### src/rtl/fifo_stream_out.sv
// Drains a synchronous FIFO into a packetised valid/ready stream through a
// 3-entry skid buffer that hides the FIFO's one-cycle read latency.
module fifo_stream_out #(
  parameter int unsigned WIDTH   = 32,
  parameter int unsigned PKT_LEN = 4,
  parameter int unsigned W_BEAT  = 2
) (
  input  logic             CLK,
  input  logic             RST_X,
  input  logic             F_EMPTY,
  input  logic [WIDTH-1:0] F_DOUT,
  output logic             F_DEQ,
  output logic [WIDTH-1:0] OUT_DATA,
  output logic             OUT_VALID,
  input  logic             OUT_READY,
  output logic             OUT_LAST
);

  localparam int unsigned DEPTH = 3;
  localparam int unsigned W_PTR = 2;
  localparam int unsigned W_OCC = 2;
  localparam int unsigned W_SUM = 3;

  logic [WIDTH-1:0]  mem_q [DEPTH];
  logic [W_OCC-1:0]  occ_q, occ_d;
  logic              pend_q, pend_d;
  logic [W_PTR-1:0]  head_q, head_d;
  logic [W_PTR-1:0]  tail_q, tail_d;
  logic [W_BEAT-1:0] beat_q, beat_d;

  logic [W_SUM-1:0]  occ_pend_c;
  logic              deq_c;
  logic              cap_c;
  logic              valid_c;
  logic              pop_c;
  logic              last_beat_c;

  function automatic logic [W_PTR-1:0] ptr_inc(input logic [W_PTR-1:0] p);
    return (p == W_PTR'(DEPTH - 1)) ? '0 : p + W_PTR'(1);
  endfunction

  // Request/accept decisions and next-state; DEQ never looks at OUT_READY.
  always_comb begin
    occ_pend_c  = W_SUM'(occ_q) + W_SUM'(pend_q);
    deq_c       = RST_X && !F_EMPTY && (occ_pend_c < W_SUM'(DEPTH));
    cap_c       = pend_q;
    valid_c     = (occ_q != '0);
    pop_c       = valid_c && OUT_READY;
    last_beat_c = (beat_q == W_BEAT'(PKT_LEN - 1));

    pend_d = deq_c;
    head_d = head_q;
    tail_d = tail_q;
    occ_d  = occ_q;
    beat_d = beat_q;

    if (cap_c) tail_d = ptr_inc(tail_q);
    if (pop_c) begin
      head_d = ptr_inc(head_q);
      beat_d = last_beat_c ? '0 : beat_q + W_BEAT'(1);
    end
    if (cap_c && !pop_c) occ_d = occ_q + W_OCC'(1);
    else if (!cap_c && pop_c) occ_d = occ_q - W_OCC'(1);
  end

  always_ff @(posedge CLK or negedge RST_X) begin
    if (!RST_X) begin
      occ_q  <= '0;
      pend_q <= 1'b0;
      head_q <= '0;
      tail_q <= '0;
      beat_q <= '0;
    end else begin
      occ_q  <= occ_d;
      pend_q <= pend_d;
      head_q <= head_d;
      tail_q <= tail_d;
      beat_q <= beat_d;
    end
  end

  // Payload storage carries no reset; occupancy alone qualifies it.
  always_ff @(posedge CLK) begin
    if (cap_c) mem_q[tail_q] <= F_DOUT;
  end

  assign F_DEQ     = deq_c;
  assign OUT_VALID = valid_c;
  assign OUT_DATA  = valid_c ? mem_q[head_q] : '0;
  assign OUT_LAST  = valid_c && last_beat_c;

  a_no_overflow: assert property (@(posedge CLK) disable iff (!RST_X)
    occ_pend_c <= W_SUM'(DEPTH));

endmodule

### config.mk
export PLATFORM = sky130hd
export DESIGN_NAME = fifo_stream_out
export DESIGN_NICKNAME = d
export VERILOG_FILES = /design/src/rtl/fifo_stream_out.sv
export SDC_FILE = /design/constraint.sdc
export NUM_CORES = 1
export LEC_CHECK = 0
export BUFFER_PORTS_ARGS = -buffer_cell sky130_fd_sc_hd__buf_2
export CAP_MARGIN = 20
export CORE_MARGIN = 2
export CORE_UTILIZATION = 33
export CTS_BUF_LIST = sky130_fd_sc_hd__clkbuf_8
export DETAILED_ROUTE_END_ITERATION = 10
export PLACE_DENSITY_LB_ADDON = 0.1
export SLEW_MARGIN = 10
export SYNTH_ARGS = -nofsm -noshare
export SYNTH_HDL_FRONTEND = slang
export SYNTH_SLANG_ARGS = --single-unit
### constraint.sdc
create_clock -name CLK -period 8.5 [get_ports CLK]
set_clock_uncertainty 0.05 [all_clocks]
set_input_delay 0.425 -clock CLK [delete_from_list [all_inputs] [get_ports CLK]]
set_output_delay 0.425 -clock CLK [all_outputs]
set_load 0.01 [all_outputs]
==> results, run 1 <==
- The peak supply drop is 128 uV.
- The height of the die is 118 um.
- In this run the tightest slew margin relative to its limit is 37.5%.
- After detailed routing, the number of vias per cell comes to 4.40.
- After synthesis the cells add up to 4320 um2.
- The highest layer touched by signal routing is met4.
- The synthesis-stage register bit count is 105.
- The clock-pin slew on the worst setup and hold paths is 0.10 ns.
- The number of failing hold endpoints at the final stage came to 0.
- The root buffer cell chosen for the clock tree is sky130_fd_sc_hd__clkbuf_8.
- Max-cap violations in this run came to 0.
- The initial core utilization is 34.0%.
- The repair_antennas step left the layout with diodes totalling 0.
- The number of violations reported at the end of detailed-routing iteration 0 is 101.
- Global routing used 11.8% of the available tracks.
- At the end of routability-driven placement, the weighted congestion stood at 0.651.
- The first detailed-routing pass ran for 4 iterations.
- The total detailed-routing wirelength is 7940 um.
- STA classifies the critical path startpoint as a register.
- After global routing the overflow that remains totals 0.
- The share of the clock period used by the worst path is 30.0%.
- The detail route stage leaves a number of antenna-violating nets equal to 0.
- The full die area is 14000 um2.
- The worst-path maximum fanout is 5.
- The number of antenna violations at the first check in global routing is 0.
- The most numerous cell type found on the critical path is sky130_fd_sc_hd__ha_1.
- The synthesized netlist contains 25 unique library cells.
- In this run the worst hold path is classified as primary input to register.
- STA classifies the critical path endpoint as an output pin.
- The total number of vias is 2176.
- The core area is 12700 um2.
- Leaving out fill and tap cells, the most frequent cell in the layout is sky130_fd_sc_hd__edfxtp_1.
- The detailed-routed wire length on met3 is 348 um.
- The longest clock path from root to sink contains 2 buffers.
- In the final routing, the length of wire on met1 measures 3610 um.
- The clock reaches the later pin of the worst-skew pair after 0.36 ns.
- The top cell types in the final layout, fill and taps aside, are sky130_fd_sc_hd__edfxtp_1, sky130_fd_sc_hd__buf_2, sky130_fd_sc_hd__nor2_1, sky130_fd_sc_hd__mux2i_1, sky130_fd_sc_hd__mux2_4.
- The cell at the slowest stage of the critical path is sky130_fd_sc_hd__a2111oi_0.
- For this run, design rule violations remaining after detail routing come to 0.
- After synthesis, flip-flops and latches occupy 71.9% of the total area.
- The net count after synthesis is 281.
- The first global-routing pass estimated 12500 um of wire.
- The run finished with clean final reports.
- Setup repair after global routing left no endpoint under its margin.
- Counting both buffers and inverters, the worst setup path holds a total of 1.
- Entering global routing, the biggest net connects 36 pins.
- The CTS tree is done.
- The routed wirelength normalized by instance count is 16.1 um.
- The initialized floorplan defines 41 standard-cell rows.
- Summed over all cells, the static leakage comes to 1.94 nW.
- The horizontal die dimension is 118 um.
- The cell family contributing the most delay on the critical path is adder cells.
- The proportion of layout cells with a drive suffix above 1 is 40.1%.
- The number of sinks driven by the clock tree is 105.
- The largest single stage delay on the critical path is 0.50 ns.
- The max-slew violation total from the final report is 0.
- The HPWL after detailed placement is 4650 um.
- The area after detailed placement is 4820 um2.
- The H-tree was split into 3 levels.
- Walking the worst path, the cells encountered are ha_1 -> ha_1 -> a2111oi_0 -> buf_2.
- The finished cells cover 5070 um2.
- After clock tree synthesis, the repair step resized 0 gates.
- Setup violations remaining at the end of the flow were counted as 0.
- For the pin with the worst max-slew slack, the measured transition is 0.933 ns.
- The number of global-route vias before repair is 2318.
- The layout-stage area growth over the synthesis result is 17.4%.
- The net total in the final layout is 357.
- After layout, the minimum clock period comes to 2.55 ns.
- The critical path is of the register to output pin type.
- 71 I/O pins were placed.
- The detailed route wirelength on metal2 is 3900 um.
- The total number of yosys warnings is 0.
- The average instance in the mapped netlist occupies 17.9 um2.
- The final-layout setup total negative slack is 0 ns.
- For the worst setup path, the data required time is 8.03 ns.
- The number of buffers inserted by post-CTS setup repair is 0.
- The count of buffers inserted at the top-level ports is 70.
- STA puts the critical path data arrival time at 2.08 ns.
- For this design the ratio of total power to cell area is 302 nW/um2.
- The number of buffers added by the clock tree synthesis step is 9.
- The synthesized instance count is 241.
- Derived from the worst setup path, the maximum achievable clock frequency is 392 MHz.
## registers in the layout (all words and copies together) (netlist names)
| signal | flops |
|---|---|
| beat_q | 2 |
| head_q | 2 |
| tail_q | 2 |
| mem_q | 96 |
| occ_q | 2 |
| cap_c | 1 |
## stage by stage
| step | power [mW] | setup WS [ns] | hold slack, ns | util [%] | cells |
|---|---|---|---|---|---|
| 6_report | 1.53 | 5.95 | 0.175 | 39.9 | 494 |
| 2_1_floorplan | 1.11 | 5.15 | 0.0794 | - | 241 |
| 5_1_grt | 1.63 | 5.63 | 0.186 | 39.9 | 494 |
| 3_3_place_gp | 1.27 | 6.09 | 0.249 | 37.9 | 474 |
| 3_5_place_dp | 1.28 | 6.07 | 0.254 | 37.9 | 474 |
| 4_1_cts | 1.56 | 5.64 | 0.158 | 39.3 | 491 |
## worst paths after layout
check	end	cells after the start	slack (ns)	startpoint
min in group asynchronous	cap_c	2	0.39	RST_X
worst min-delay path	cap_c	2	0.18	F_EMPTY
max in group asynchronous	head_q[1]	2	7.79	RST_X
worst min register to register	beat_q[1]	1	0.48	beat_q[1]
worst max-delay path	F_DEQ	4	5.95	occ_q[0]
worst max register to register	mem_q[2][15]	3	6.30	cap_c
## cell type report
class | count | area (um2)
Tap cell | 172 | 215
Inverter | 3 | 11.3
Multi-Input combinational cell | 122 | 1120
Fill cell | 1230 | 7650
Sequential cell | 105 | 3110
Clock buffer | 9 | 124
Timing Repair Buffer | 76 | 443
Clock inverter | 7 | 47.5
## layer usage
metal / GRT usage (%) / up-vias
met2: 20.2 / 51
met5: 0 / -
met1: 14.3 / 1072
met3: 3.62 / 6
met4: 3.79 / 0
li1: - / 1047
## kinds of logic after synthesis
group / synth area share (%)
flops: 71.9
mux: 18.4
xor+xnor: 0.608
fa+ha+maj: 1.16
compound gates: 1.22
simple gates: 4.02
buf+inv: 2.72
## power breakdown
group          internal, mW  switching, mW  leakage [nW]
Sequential            0.642         0.0595         0.980
Combinational         0.274          0.284         0.875
Clock                 0.106          0.168        0.0807
Total                  1.02          0.511          1.94
## worst register-to-register path, cell delays in order (launching register included)
cell and delay, ns:
sky130_fd_sc_hd__dfrtp_1 0.42, sky130_fd_sc_hd__inv_1 0.12, sky130_fd_sc_hd__nor3b_2 0.77, sky130_fd_sc_hd__buf_4 0.49
## synth_stat cells
| master | number | area share [%] |
|---|---|---|
| sky130_fd_sc_hd__dfrtp_1 | 9 | 5.2 |
| sky130_fd_sc_hd__nor3_1 | 3 | 0.35 |
| sky130_fd_sc_hd__nor3b_1 | 1 | 0.17 |
| sky130_fd_sc_hd__xor2_1 | 2 | 0.41 |
| sky130_fd_sc_hd__ha_1 | 4 | 1.2 |
| sky130_fd_sc_hd__a2111oi_0 | 1 | 0.20 |
| sky130_fd_sc_hd__inv_1 | 3 | 0.26 |
| sky130_fd_sc_hd__buf_4 | 3 | 0.52 |
| sky130_fd_sc_hd__xnor2_1 | 1 | 0.20 |
| sky130_fd_sc_hd__nand2b_1 | 1 | 0.14 |
| sky130_fd_sc_hd__mux2_2 | 6 | 1.6 |
| sky130_fd_sc_hd__mux2i_1 | 32 | 7.4 |
| sky130_fd_sc_hd__buf_2 | 2 | 0.23 |
| sky130_fd_sc_hd__buf_8 | 1 | 0.35 |
| sky130_fd_sc_hd__buf_12 | 2 | 0.93 |
| sky130_fd_sc_hd__nand2_1 | 2 | 0.17 |
| sky130_fd_sc_hd__mux2_4 | 27 | 9.4 |
| sky130_fd_sc_hd__o21ai_2 | 1 | 0.20 |
| sky130_fd_sc_hd__edfxtp_1 | 96 | 67 |
| sky130_fd_sc_hd__nor2_1 | 35 | 3.0 |
| sky130_fd_sc_hd__o21ai_0 | 1 | 0.12 |
| sky130_fd_sc_hd__and2_1 | 1 | 0.14 |
| sky130_fd_sc_hd__a21o_1 | 4 | 0.69 |
| sky130_fd_sc_hd__clkbuf_1 | 2 | 0.17 |
| sky130_fd_sc_hd__buf_6 | 1 | 0.26 |
## repair_timing
action / CTS / global route
hold buffers: 1 / 0
hold endpoints to repair: 9 / 0
setup endpoints to repair: 0 / 0
No activity file was read; power rests on OpenSTA's default activity.
==> run 2, diff against run 1 <==
- ABC_AREA: not set -> 1
- clock period: 8.5 -> 2.2 ns (I/O delays scaled with it)
==> results, run 2 <==
- The total number of vias is 2861.
- The cell type with the largest total area after synthesis is sky130_fd_sc_hd__edfxtp_1.
- Across all register-to-register paths, the minimum setup slack is 0.67 ns.
- The worst-path maximum fanout is 18.
- The minimum setup slack after placement is 0.563 ns.
- The number of fill cells is 1213.
- Clock latency on the worst-skew pair, taken at its later pin, is 0.37 ns.
- The most frequent cell on the critical path is sky130_fd_sc_hd__nand2_1.
- The final-layout worst hold slack is 0.0739 ns.
- Yosys mapped a number of flops with a built-in enable equal to 96.
- The flow ran to the end, and the final reports show no timing, DRC or antenna violations.
- In this run the remaining antenna-violating nets after routing total 0.
- The timing startpoint of the critical path is head_q[1].
- The power density of the placed cells is 1190 nW/um2.
- The post-layout total power is 6.58 mW.
- Entering global routing, the biggest net connects 36 pins.
- The cell at the slowest stage of the critical path is sky130_fd_sc_hd__dfrtp_2.
- For this run the aggregate overflow at the end of global routing stands at 0.
- The count of buffers inserted at the top-level ports is 70.
- The share of total power dissipated in combinational logic is 38.7%.
- Setup repair after global routing left no endpoint under its margin.
- The worst reg-to-reg path cell count is 4.
- The number of failing hold endpoints at the final stage is 0.
- The core area is 12800 um2.
- The number of setup violations in the final report is 0.
- The nature of the critical path endpoint is an output pin.
- The floorplan step defined a die boundary enclosing 14100 um2.
- The least setup slack across all paths after layout is 0.204 ns.
- The element type at the critical path start is a register.
- In the final routed layout, each cell accounts on average for 14.7 um.
- For the worst setup path, the data required time is 2.04 ns.
- The netlist area before placement is 4360 um2.
- The critical path goes through nor2_8 -> buf_4 -> nand2_1 -> nand3_1 -> nand2_1 -> inv_1 -> buf_2.
- IR analysis of the VDD net gives a maximum drop of 459 uV.
- The area after detailed placement is 4920 um2.
- Among all flip-flop cells after synthesis, the most frequent one is sky130_fd_sc_hd__edfxtp_1.
- The library cells used most frequently in the layout, excluding fill and tap cells, are sky130_fd_sc_hd__nand2_1, sky130_fd_sc_hd__edfxtp_1, sky130_fd_sc_hd__buf_2, sky130_fd_sc_hd__nand3_1, sky130_fd_sc_hd__inv_1.
- The number of antenna violations at the first check in global routing came to 0.
- The routability congestion estimate is 0.687.
- The post-DP HPWL is 5810 um.
- The number of buffers between clock root and the deepest sink is 2.
- The total number of yosys warnings is 0.
- The number of sinks driven by the clock tree is 105.
- The synthesis-stage register bit count is 105.
- Row generation in the floorplan step produced 41 rows.
- The total internal power is 4.15 mW.
- The global-route total usage across every layer is 14.2%.
- By count the netlist is led by sky130_fd_sc_hd__nand2_1, sky130_fd_sc_hd__edfxtp_1, sky130_fd_sc_hd__nand3_1, sky130_fd_sc_hd__inv_1, sky130_fd_sc_hd__nand2_2.
- The pre-antenna-repair detailed-routing pass consisted of 7 iterations.
- The max-slew violation total from the final report is 0.
- At the pin with the least slew margin, the transition time is 0.474 ns.
- In this run the tightest slew margin relative to its limit is 68.4%.
- In this run the vertical extent of the chip is 119 um.
- The first global-routing pass estimated 15400 um of wire.
- Yosys attributes the largest share of cell area to sky130_fd_sc_hd__edfxtp_1, sky130_fd_sc_hd__nand2_1, sky130_fd_sc_hd__nand3_1.
- Max-cap violations in this run came to 0.
- The setup path with the least slack is of type register to output pin.
- The final-layout setup total negative slack is 0 ns.
- The total detailed-routing wirelength is 9540 um.
- Clock-pin slew was measured on the worst setup and hold paths at 0.10 ns.
- For this run, asynchronously set or reset flops after synthesis account for 8.57%.
- Of the total power, the clock network draws 21.6%.
- The H-tree depth reported by CTS is 3.
- The number of buffers added by the clock tree synthesis step is 9.
- The worst path in the final design needs a cycle of 2.00 ns, including I/O delays and setup.
- The register with the most flip-flops in the layout has 96 of them.
- 0 antenna diodes ended up in the layout.
- The post-route netlist has 26.3% of its cells at a drive strength greater than 1.
- After layout, the worst path uses 90.7% of the clock period.
- Leaving out fill and tap cells, the most frequent cell in the layout is sky130_fd_sc_hd__nand2_1.
- The number of ports placed on the die boundary is 71.
- The number of violations reported at the end of detailed-routing iteration 0 is 109.
- In the post-synthesis netlist, the cell with the most instances is sky130_fd_sc_hd__nand2_1.
- The number of nets handed over by synthesis was 400.
- Sequential cells were found to cover 71.3% of the synthesized design area.
- The worst hold path belongs to the class primary input to async pin.
- The endpoint of the worst-slack reg-to-reg timing path is mem_q[0][16].
- The post-layout instance area is 5520 um2.
- After synthesis, the mean cell area works out to 12.1 um2.
- The worst register-to-register path begins at tail_q[1].
- The number of global-route vias before repair is 2901.
- The CTS tree is done.
- The highest clock rate is 501 MHz.
- After the last flow step, the layout net total stands at 510.
- The number of different library cells used by synthesis comes to 21.
- The layout-stage area growth over the synthesis result is 26.5%.
- The switching power is 2.43 mW.
- For this configuration, the core starts out at a cell density of 34.1%.
- Dividing the detail-routed via count by the number of cells gives 4.42.
- Data on the critical path arrives at its endpoint at 1.84 ns.
- The synthesized instance count is 360.
- The count of unresolved DRC violations after routing is 0.
- The stage delay of the slowest cell on the critical path is 0.52 ns.
- In this run, flip-flops and latches consume 39.7% of the power.
- The switching power share of the total is 36.9%.
- The share of the synthesized area in the top cell type is 66.1%.
- The cell sitting at the root of the clock tree is a sky130_fd_sc_hd__clkbuf_8.
- The leakage power of the design is 2.41 nW.
- The horizontal die dimension is 119 um.
- The register with the most flip-flops is mem_q.
run 2: layer usage:
metal	global-route usage, %	vias to the layer above	wire length (um)
met3	2.35	12	335
met4	5.58	0	148
met5	0	-	0
met1	18.6	1361	4450
li1	-	1431	-
met2	23.7	57	4610
run 2: worst max-delay path: cells and delay by family, from the launching register on:
family	cells	cell delay, ns
buf+inv	3	0.42
flops	1	0.52
simple gates	4	0.53
run 2: how the worst max path moves through the flow:
stage	endpoint	slack [ns]	depth (start not counted)
global route	OUT_DATA[17]	0.05	7
CTS	F_DEQ	0.09	6
detailed placement	F_DEQ	0.56	6
global placement	F_DEQ	0.59	6
floorplan	mem_q[2][0]	0.42	3
finish	OUT_DATA[14]	0.20	7
run 2: what timing repair did:
item | 4_1_cts | 5_1_grt
endpoints found under the hold margin | 108 | 0
gates resized for setup | 0 | 1
setup buffers | 0 | 0
hold buffers | 35 | 0
setup endpoints to repair | 0 | 1
run 2: logic make-up (layout without fill, tap and decap cells):
family / Yosys count / count (layout) / synth area share, %
buffers and inverters: 60 / 175 / 6.60
adder cells (fa/ha/maj): 4 / 4 / 1.15
AO/OA/AOI/OAI: 5 / 5 / 0.631
XOR/XNOR: 1 / 1 / 0.201
flip-flops: 105 / 105 / 71.3
AND/OR/NAND/NOR: 185 / 185 / 20.1
run 2: cell type report:
type	instances	area (um2)	share of cell area, %
Clock buffer	9	124	2.25
Sequential cell	105	3110	56.4
Multi-Input combinational cell	195	977	17.7
Timing Repair Buffer	116	808	14.7
Clock inverter	7	116	2.11
Inverter	43	164	2.97
Tap cell	172	215	3.90
run 2: power groups by stage:
stage               registers, mW  clock network, mW  logic [mW]
finish                       2.61               1.42        2.55
global placement             2.66                  0        2.56
global route                 2.65               1.54        2.90
floorplan                    2.60                  0        1.73
detailed placement           2.66                  0        2.57
CTS                          2.62               1.47        2.62
run 2: stage by stage:
stage	instances	util, %
CTS	647	43.1
floorplan	360	-
global placement	596	38.5
finish	647	43.2
detailed placement	596	38.5
global route	647	43.2
==> run 3, diff against run 2 <==
- ABC_AREA: 1 -> not set
==> results, run 3 (synthesis results as in run 1) <==
- In the final routed layout, each cell accounts on average for 15.2 um.
- The via count normalized by instance count is 4.35.
- STA puts the critical path data arrival time at 1.90 ns.
- The first detailed-routing pass took 4 iterations.
- Before CTS, the worst setup slack after placement is 0.240 ns.
- The core area is 12700 um2.
- Entering global routing, the biggest net connects 34 pins.
- The initial core utilization is 34.0%.
- For met2 alone, demand over resource in global routing was 21.1%.
- Setup violations remaining at the end of the flow were counted as 0.
- After clock tree synthesis, the clock-pin slew on the worst setup and hold paths is 0.09 ns.
- Leaving out fill and tap cells, the most frequent cells in the layout are sky130_fd_sc_hd__edfxtp_1, sky130_fd_sc_hd__buf_2, sky130_fd_sc_hd__dlygate4sd3_1, sky130_fd_sc_hd__nor2_1, sky130_fd_sc_hd__mux2i_1.
- The path type of the worst min-delay path is primary input to async pin.
- The CTS tree is done.
- The switching power share of the total is 32.6%.
- The routing usage on met3 is 3.57%.
- For the worst-skew pair, the clock arrives at the later sink with an insertion delay of 0.36 ns.
- The layout-stage area growth over the synthesis result is 26.8%.
- The number of ports placed on the die boundary is 71.
- The full die area is 14000 um2.
- The clock network is responsible for 19.1% of the overall power.
- The horizontal die dimension is 118 um.
- The total overflow left after global routing is 0.
- In the routed design, unresolved DRC markers number 0.
- The headroom to the max-slew limit is 73.3%.
- The routability congestion estimate is 0.660.
- STA classifies the critical path endpoint as an output pin.
- The slew of the pin with the lowest slew margin is 0.401 ns.
- The clock passes through at most 2 buffers.
- The register share of total power is 42.4%.
- The max-slew violation total from the final report is 0.
- Along the worst path, the maximum fanout reaches 5.
- Internal power comes to 4.17 mW.
- Power spread over the standard cell area amounts to 1130 nW/um2.
- The analysis attributes to cell leakage a power of 2.12 nW.
- The number of failing hold endpoints at the final stage is 0.
- Detailed placement finished with a half-perimeter wire length of 4800 um.
- The worst setup path is of the register to output pin kind.
- The register with the most flip-flops is mem_q.
- The max-capacitance violation count is 0.
- Wires add up to 8100 um.
- The global-route total usage across every layer is 12.2%.
- The first routing iteration left 96 violations.
- Data on the critical path is required at its endpoint by 2.04 ns.
- Timing would allow up to 485 MHz.
- The count of nets left with antenna violations once routing finished came out at 0.
- The share of the clock period used by the worst path is 93.8%.
- The global-route layer with the greatest usage is met2.
- The number of antenna violations at the first check in global routing is 0.
- The net total in the final layout is 395.
- Across the VDD grid, the largest voltage drop is 348 uV.
- The register with the most flip-flops in the layout has 96 of them.
- Setup repair after global routing left no endpoint under its margin.
- The portion of total power attributed to combinational logic is 38.5%.
- The global-route wire length before repair is 12700 um.
- For this design, the sink count on the clock tree is 105.
- Across all setup checks in the final design, the least slack found is 0.137 ns.
- The diode insertion count for antenna repair is 0.
- From bottom edge to top edge, the die measures 118 um.
- Leaving out fill and tap cells, the most frequent cell in the layout is sky130_fd_sc_hd__edfxtp_1.
- The CTS root buffer is sky130_fd_sc_hd__clkbuf_8.
- The total number of vias is 2312.
- The element type at the critical path start is a register.
- The layout has 1221 filler cells.
- The clock tree synthesis step divided the H-tree into 3 levels.
- The proportion of layout cells with a drive suffix above 1 is 38.1%.
- The number of buffers added by the clock tree synthesis step is 9.
- The analysis attributes to net switching a power of 2.01 mW.
- The floorplan has 41 rows.
- Global routing used 14.3% of the available met1 tracks.
- The post-route minimum period is 2.06 ns.
- The run finished with clean final reports.
- The number of global-route vias before repair is 2494.
- The count of buffers inserted at the top-level ports is 70.
- Setup total negative slack on the finished layout was measured at 0 ns.
==> run 3: changes by cell type in the layout (fill, tap and decap cells not counted), moves of 4 or more <==
cell / change
sky130_fd_sc_hd__nand3_2: -9
sky130_fd_sc_hd__mux2_4: +27
sky130_fd_sc_hd__nand2_2: -11
sky130_fd_sc_hd__nand3_1: -60
sky130_fd_sc_hd__inv_1: -36
sky130_fd_sc_hd__mux2_2: +6
sky130_fd_sc_hd__mux2i_1: +32
sky130_fd_sc_hd__nor2_1: +33
sky130_fd_sc_hd__a21o_1: +4
sky130_fd_sc_hd__nand2_1: -98
==> run 3: stage by stage <==
step	hold WS [ns]	cells	cell area, um2	power, mW	util, %
floorplan	-0.236	241	4330	4.28	-
global placement	-0.0560	482	4920	5.00	38.7
detailed placement	-0.0542	482	4920	5.02	38.7
CTS	0.0688	532	5470	6.26	43.0
global route	0.104	532	5480	6.57	43.1
finish	0.0829	532	5480	6.18	43.1
==> run 3: final cells by class <==
cell class / count / area (um2) / share of cell area [%]
tap: 172 / 215 / 3.93
clock inverter: 6 / 60.1 / 1.10
sequential: 105 / 3110 / 56.8
clock buffer: 10 / 138 / 2.51
timing repair buffer: 114 / 791 / 14.4
multi-input combinational: 122 / 1150 / 21.0
inverter: 3 / 11.3 / 0.206
==> run 3: worst paths after layout <==
| check | start | endpoint | slack (ns) | depth (start not counted) |
|---|---|---|---|---|
| setup / recovery | occ_q[0] | F_DEQ | 0.14 | 4 |
| max in group asynchronous | RST_X | head_q[0] | 1.80 | 2 |
| setup reg to reg | occ_q[0] | occ_q[1] | 0.63 | 5 |
| min in group CLK | OUT_READY | head_q[1] | 0.08 | 4 |
| hold reg to reg | beat_q[1] | beat_q[1] | 0.47 | 1 |
| hold / removal | RST_X | cap_c | 0.08 | 2 |
==> run 3: layer usage <==
layer | up-vias | part of all wire [%]
met5 | - | 0
met2 | 45 | 51
met1 | 1136 | 44
met4 | 0 | 1.5
li1 | 1123 | -
met3 | 8 | 4.1
==> run 3: power groups by stage <==
stage / clock network (mW) / registers, mW / logic [mW]
finish: 1.18 / 2.62 / 2.38
global route: 1.30 / 2.65 / 2.63
CTS: 1.22 / 2.62 / 2.42
detailed placement: 0 / 2.67 / 2.36
global placement: 0 / 2.66 / 2.34
floorplan: 0 / 2.62 / 1.66
==> run 3: critical path: stages (launching register included) <==
cell and delay [ns]:
sky130_fd_sc_hd__dfrtp_2 0.47, sky130_fd_sc_hd__ha_1 0.22, sky130_fd_sc_hd__ha_1 0.31, sky130_fd_sc_hd__a2111oi_4 0.34, sky130_fd_sc_hd__buf_2 0.19
==> run 3: timing repair <==
item,CTS,global route
hold endpoints to repair,106,0
resized for setup,2,2
setup endpoints to repair,1,1
pin swaps,0,1
gates cloned,0,0
buffers inserted,0,0
hold buffers,34,0
